[config.mk]
export PLATFORM = sky130hd
export DESIGN_NAME = i2c_cmd_sequencer
export DESIGN_NICKNAME = d
export VERILOG_FILES = /design/src/rtl/i2c_seq_pkg.sv /design/src/rtl/i2c_cmd_fifo.sv /design/src/rtl/i2c_cmd_sequencer.sv
export SDC_FILE = /design/constraint.sdc
export NUM_CORES = 1
export LEC_CHECK = 0
export ABC_CLOCK_PERIOD_IN_PS = 4550
export CAP_MARGIN = 20
export CORE_AREA = 8 8 113 94
export CTS_CLUSTER_DIAMETER = 200
export DETAILED_ROUTE_END_ITERATION = 7
export DIE_AREA = 0 0 121 102
export PLACE_DENSITY = 0.83
export SYNTH_ARGS = -nofsm -noshare
export SYNTH_HDL_FRONTEND = slang
export SYNTH_SLANG_ARGS = --single-unit
export TNS_END_PERCENT = 10
[constraint.sdc]
create_clock -name clk -period 4.55 [get_ports clk]
set_input_delay 0.91 -clock clk [delete_from_list [all_inputs] [get_ports clk]]
set_output_delay 0.91 -clock clk [all_outputs]
set_load 0.01 [all_outputs]
[src/rtl/i2c_seq_pkg.sv]
// Shared types for the I2C command sequencer: FSM state and FIFO command word.
package i2c_seq_pkg;

   typedef enum logic [1:0] {
      IDLE,
      ISSUE,
      BUSY,
      RESP
   } state_t;

   // One queued transaction request; this is the FIFO word (16 bits).
   typedef struct packed {
      logic [6:0] addr;
      logic       rw;
      logic [7:0] wdata;
   } cmd_t;

endpackage

[src/rtl/i2c_cmd_fifo.sv]
// Synchronous command FIFO with a first-word-fall-through head.
// DEPTH must be a power of two so the pointers wrap without extra logic.
module i2c_cmd_fifo
   import i2c_seq_pkg::*;
#(
   parameter int DEPTH = 4,
   localparam int AW = $clog2(DEPTH)
) (
   input  logic        clk,
   input  logic        rst,
   input  logic        push_i,
   input  cmd_t        wdata_i,
   input  logic        pop_i,
   output cmd_t        rdata_o,
   output logic        full_o,
   output logic        empty_o,
   output logic [AW:0] count_o
);

   cmd_t          mem_q [DEPTH];
   logic [AW-1:0] wr_q;
   logic [AW-1:0] rd_q;
   logic [AW:0]   cnt_q;
   logic          do_push;
   logic          do_pop;

   assign full_o  = (cnt_q == (AW+1)'(DEPTH));
   assign empty_o = (cnt_q == '0);
   assign count_o = cnt_q;
   assign rdata_o = mem_q[rd_q];
   assign do_push = push_i && !full_o;
   assign do_pop  = pop_i && !empty_o;

   // Pointer and occupancy bookkeeping.
   always_ff @(posedge clk or posedge rst) begin
      if (rst) begin
         wr_q  <= '0;
         rd_q  <= '0;
         cnt_q <= '0;
      end else begin
         if (do_push) wr_q <= wr_q + 1'b1;
         if (do_pop)  rd_q <= rd_q + 1'b1;
         case ({do_push, do_pop})
            2'b10:   cnt_q <= cnt_q + 1'b1;
            2'b01:   cnt_q <= cnt_q - 1'b1;
            default: cnt_q <= cnt_q;
         endcase
      end
   end

   // Storage needs no reset; occupancy decides what is valid.
   always_ff @(posedge clk) begin
      if (do_push) mem_q[wr_q] <= wdata_i;
   end

endmodule

[src/rtl/i2c_cmd_sequencer.sv]
// Command front end for the I2C master: queues requests, issues them one at a
// time over the enable/ready handshake and returns one response per command.
module i2c_cmd_sequencer
   import i2c_seq_pkg::*;
#(
   parameter int FIFO_DEPTH = 4,
   parameter int TIMEOUT    = 1024
) (
   input  logic       clk,
   input  logic       rst,
   input  logic       cmd_valid,
   output logic       cmd_ready,
   input  logic [6:0] cmd_addr,
   input  logic       cmd_rw,
   input  logic [7:0] cmd_wdata,
   output logic       rsp_valid,
   input  logic       rsp_ready,
   output logic [6:0] rsp_addr,
   output logic [7:0] rsp_rdata,
   output logic       rsp_timeout,
   output logic [6:0] i2c_addr,
   output logic       i2c_rw,
   output logic [7:0] i2c_data_in,
   output logic       i2c_enable,
   input  logic       i2c_ready,
   input  logic [7:0] i2c_data_out,
   output logic       busy
);

   localparam int             CW   = $clog2(TIMEOUT);
   localparam int             FCW  = $clog2(FIFO_DEPTH) + 1;
   localparam logic [CW-1:0]  TMAX = CW'(TIMEOUT - 1);

   state_t          state_q;
   logic [CW-1:0]   cnt_q;
   logic [CW-1:0]   cnt_d;
   logic [1:0]      sync_q;
   logic            ready_s;
   logic            enable_q;
   logic [6:0]      addr_q;
   logic            rw_q;
   logic [7:0]      data_q;
   logic            rsp_valid_q;
   logic [6:0]      rsp_addr_q;
   logic [7:0]      rsp_rdata_q;
   logic            rsp_to_q;
   cmd_t            push_word;
   cmd_t            head;
   logic            fifo_full;
   logic            fifo_empty;
   logic [FCW-1:0]  fifo_count;
   logic            pop;

   assign push_word = '{addr: cmd_addr, rw: cmd_rw, wdata: cmd_wdata};
   assign cmd_ready = !fifo_full;
   assign ready_s   = sync_q[1];
   // The head leaves the FIFO once the controller has taken it or it is abandoned.
   assign pop       = (state_q == ISSUE) && (!ready_s || (cnt_q == TMAX));
   assign cnt_d     = (cnt_q == TMAX) ? cnt_q : cnt_q + 1'b1;

   assign i2c_enable  = enable_q;
   assign i2c_addr    = addr_q;
   assign i2c_rw      = rw_q;
   assign i2c_data_in = data_q;
   assign rsp_valid   = rsp_valid_q;
   assign rsp_addr    = rsp_addr_q;
   assign rsp_rdata   = rsp_rdata_q;
   assign rsp_timeout = rsp_to_q;
   assign busy        = (state_q != IDLE) || (fifo_count != '0);

   i2c_cmd_fifo #(.DEPTH(FIFO_DEPTH)) u_fifo (
      .clk     (clk),
      .rst     (rst),
      .push_i  (cmd_valid),
      .wdata_i (push_word),
      .pop_i   (pop),
      .rdata_o (head),
      .full_o  (fifo_full),
      .empty_o (fifo_empty),
      .count_o (fifo_count)
   );

   // Bring the controller's ready into the system clock domain; idles high.
   always_ff @(posedge clk or posedge rst) begin
      if (rst) sync_q <= 2'b11;
      else     sync_q <= {sync_q[0], i2c_ready};
   end

   // Issue/response FSM with timeout counter and registered outputs.
   always_ff @(posedge clk or posedge rst) begin
      if (rst) begin
         state_q     <= IDLE;
         cnt_q       <= '0;
         enable_q    <= 1'b0;
         addr_q      <= '0;
         rw_q        <= 1'b0;
         data_q      <= '0;
         rsp_valid_q <= 1'b0;
         rsp_addr_q  <= '0;
         rsp_rdata_q <= '0;
         rsp_to_q    <= 1'b0;
      end else begin
         case (state_q)
            IDLE: begin
               if (!fifo_empty && ready_s) begin
                  state_q  <= ISSUE;
                  enable_q <= 1'b1;
                  addr_q   <= head.addr;
                  rw_q     <= head.rw;
                  data_q   <= head.wdata;
                  cnt_q    <= '0;
               end
            end
            ISSUE: begin
               cnt_q <= cnt_d;
               if (!ready_s) begin
                  state_q  <= BUSY;
                  enable_q <= 1'b0;
               end else if (cnt_q == TMAX) begin
                  state_q     <= RESP;
                  enable_q    <= 1'b0;
                  rsp_valid_q <= 1'b1;
                  rsp_addr_q  <= addr_q;
                  rsp_rdata_q <= '0;
                  rsp_to_q    <= 1'b1;
               end
            end
            BUSY: begin
               cnt_q <= cnt_d;
               if (ready_s) begin
                  state_q     <= RESP;
                  rsp_valid_q <= 1'b1;
                  rsp_addr_q  <= addr_q;
                  rsp_rdata_q <= rw_q ? i2c_data_out : 8'h00;
                  rsp_to_q    <= 1'b0;
               end else if (cnt_q == TMAX) begin
                  state_q     <= RESP;
                  rsp_valid_q <= 1'b1;
                  rsp_addr_q  <= addr_q;
                  rsp_rdata_q <= '0;
                  rsp_to_q    <= 1'b1;
               end
            end
            RESP: begin
               // Drop valid on the handshake, then spend one settle cycle
               // before returning to IDLE.
               if (rsp_valid_q) begin
                  if (rsp_ready) rsp_valid_q <= 1'b0;
               end else begin
                  state_q <= IDLE;
               end
            end
            default: state_q <= IDLE;
         endcase
      end
   end

endmodule

==> results.toml <==
[finish]
n_fill_cell = 544
n_antenna_cell = 0
syn_to_final_growth_pct = 25.41
layout_common_cells = "nand2_1, clkdlybuf4s50_1, edfxtp_1"
drive_gt1_share_pct = 14.35
layout.nets = 467
final_util_pct = 72.25

[sta]
timing.final.max_slew_violations = 0
period_needed_ps = 3000
fmax_mhz = 333.3
min_period_over_period_pct = 65.94
setup_slack_ps = 1550
relSlewSlack_pct = 42.15
timing_hold_violations_final = 0
setup_viol = 0
worst_slew_pin_slew_ps = 867.7
grt_setup_unrepaired = "no"
setup_tns_ps = 0
final.setup_skew_ps = 8.611

[global_routing]
antenna_found_initial = 0
grt_pass1_vias = 3331
grt_overflow_total = 0
grt_max_degree = 33
grt_pass1_wl_um = 17100
grtUsageTotal_pct = 18.18

[routing]
via_count = 3230
drc = 0
routed_wirelength_um = 10800
viasPerCell = 5.830
drt_iter0_drc = 206
drt_first_pass_iters = 7
avgRoutedWirePerCell_um = 19.49
drtAntennaViolNets = 0

[clock_tree]
cts_setup_buffers = 0
cts_tree = "done"
cts.sinks = 119
numCtsBuffers = 17
cts-resized-gates = 0
cts-root-buf = "clkbuf_8"
cts_max_level = 4
clk_latency_ps = 520
cts_hold_buf = 0
path_clk_slew_ps = 60
cts_buffer_depth = 2

[yosys]
synth_cell_type_count = 55
syn_nets = 401
synth_cells = 360
avgSynthCellArea_um2 = 14.09
synth_edf_count = 64
synth-main-ff-cell = "edfxtp_1"
synthArstFlopShare_pct = 46.22
synth-seq-area-share_pct = 65.07
yosys_warnings = 0
netlist_area_mm2 = 0.005072
ys_seq_elements = 119

[pwr]
p_per_area_mw_per_mm2 = 685.7
vdd_drop_max_mv = 0.4184
cellLeakagePower_nw = 2.545

[die]
rows = 31
fp.dieW_um = 121
die-area_mm2 = 0.01234
die_y_um = 102
start_util_pct = 57.61
coreArea_mm2 = 0.008805
io_pins = 65

[worst_setup_path]
worstPathRequired_ps = 3640
endpoint_kind = "output port"
critPathKind = "reg2out"
crit_fanout = 6
arrival_ps = 2090
cp-start-kind = "flop"

[placed_design]
gp_congestion = 0.8350
portBuffers = 64
pre_cts_ws_ps = 1693
dp_hpwl_um = 6864

[hold_path]
hp-class = "reg2reg"

[run]
maxCapViolations = 0

[status]
status = "complete, no violations"
[flip-flops by register name, summed over array words and instances (netlist names)]
register	count
rsp_timeout	1
state_q	2
rsp_valid	1
i2c_rw	1
rsp_rdata	8
i2c_data_in	8
i2c_enable	1
u_fifo.rd_q	2
sync_q	2
rsp_addr	7
u_fifo.mem_q	64
u_fifo.wr_q	2
cnt_q	10
u_fifo.count_o	3
i2c_addr	7
[worst max-delay path, stage by stage, from the launching register on]
cell and delay, ps:
dfrtp_1 460, nor3_1 490, nand2_1 130, clkdlybuf4s50_1 500
[where the power goes]
part	internal, W	switching, W
combinational	0.000688	0.000692
sequential	0.00146	0.000234
clock	0.000798	0.000486
total	0.00295	0.00141
[routing by layer]
| layer | routed length (um) | vias to the layer above | GRT usage (%) |
|---|---|---|---|
| li1 | - | 1469 | - |
| met1 | 4492 | 1616 | 21.00 |
| met2 | 5509 | 127 | 30.92 |
| met3 | 639 | 18 | 5.853 |
| met4 | 154 | 0 | 7.471 |
| met5 | 0 | - | 0 |
[synth_stat cells (2+ instances only)]
master | instances | share of area (%)
a21boi_0 | 3 | 0.44
a21oi_1 | 10 | 0.99
a22o_1 | 7 | 1.2
a31o_1 | 2 | 0.35
a31oi_1 | 2 | 0.25
and2_1 | 2 | 0.25
and3_1 | 6 | 0.74
and3_2 | 2 | 0.30
and4_4 | 2 | 0.44
buf_2 | 5 | 0.49
buf_6 | 3 | 0.67
clkbuf_1 | 9 | 0.67
dfrtp_1 | 53 | 26
dfstp_2 | 2 | 1.0
edfxtp_1 | 64 | 38
ha_1 | 11 | 2.7
inv_1 | 14 | 1.0
mux2_1 | 7 | 1.6
mux2i_1 | 3 | 0.59
mux4_2 | 16 | 7.1
nand2_1 | 64 | 4.7
nand2b_1 | 2 | 0.25
nand3_1 | 5 | 0.49
nand4_1 | 5 | 0.62
nor2_1 | 11 | 0.81
nor3_1 | 2 | 0.20
nor4_1 | 2 | 0.25
o21ai_0 | 8 | 0.79
o31ai_1 | 5 | 0.74
or4_1 | 4 | 0.59
xnor2_1 | 2 | 0.35
xor2_1 | 4 | 0.69
[final timing paths]
kind,startpoint,end,slack (ps),cells after the start
max,u_fifo.count_o[2],busy,1550,3
min,sync_q[0],sync_q[1],360,0
max reg2reg,state_q[0],cnt_q[8],1650,6
min reg2reg,sync_q[0],sync_q[1],360,0
max in group asynchronous,rst,cnt_q[0],2950,3
min in group asynchronous,rst,rsp_addr[0],770,2
[through the flow]
step	power, W	hold slack [ps]	cell area, um^2	std cells
finish	0.004362	357.1	6361	554
global route	0.004584	358.2	6361	554
CTS	0.004359	357.8	6334	553
detailed placement	0.003046	349.5	5758	521
global placement	0.002975	346.5	5758	521
floorplan	0.002493	345.2	5072	360
[area by class of cell]
class | instances | area [um^2] | area share, %
Clock buffer | 19 | 431.7 | 6.786
Clock inverter | 13 | 143.9 | 2.262
Inverter | 14 | 52.55 | 0.8261
Multi-Input combinational cell | 207 | 1605 | 25.24
Sequential cell | 119 | 3301 | 51.89
Tap cell | 115 | 143.9 | 2.262
Timing Repair Buffer | 67 | 683.2 | 10.74
[kinds of logic after synthesis]
| kind of cell | synth area share, % |
|---|---|
| compound gates | 7.376 |
| xor+xnor | 1.036 |
| fa+ha+maj | 3.108 |
| buf+inv | 3.281 |
| flops | 65.07 |
| mux | 9.472 |
| simple gates | 10.66 |
Note: power is estimated with default switching activity, not from simulation.
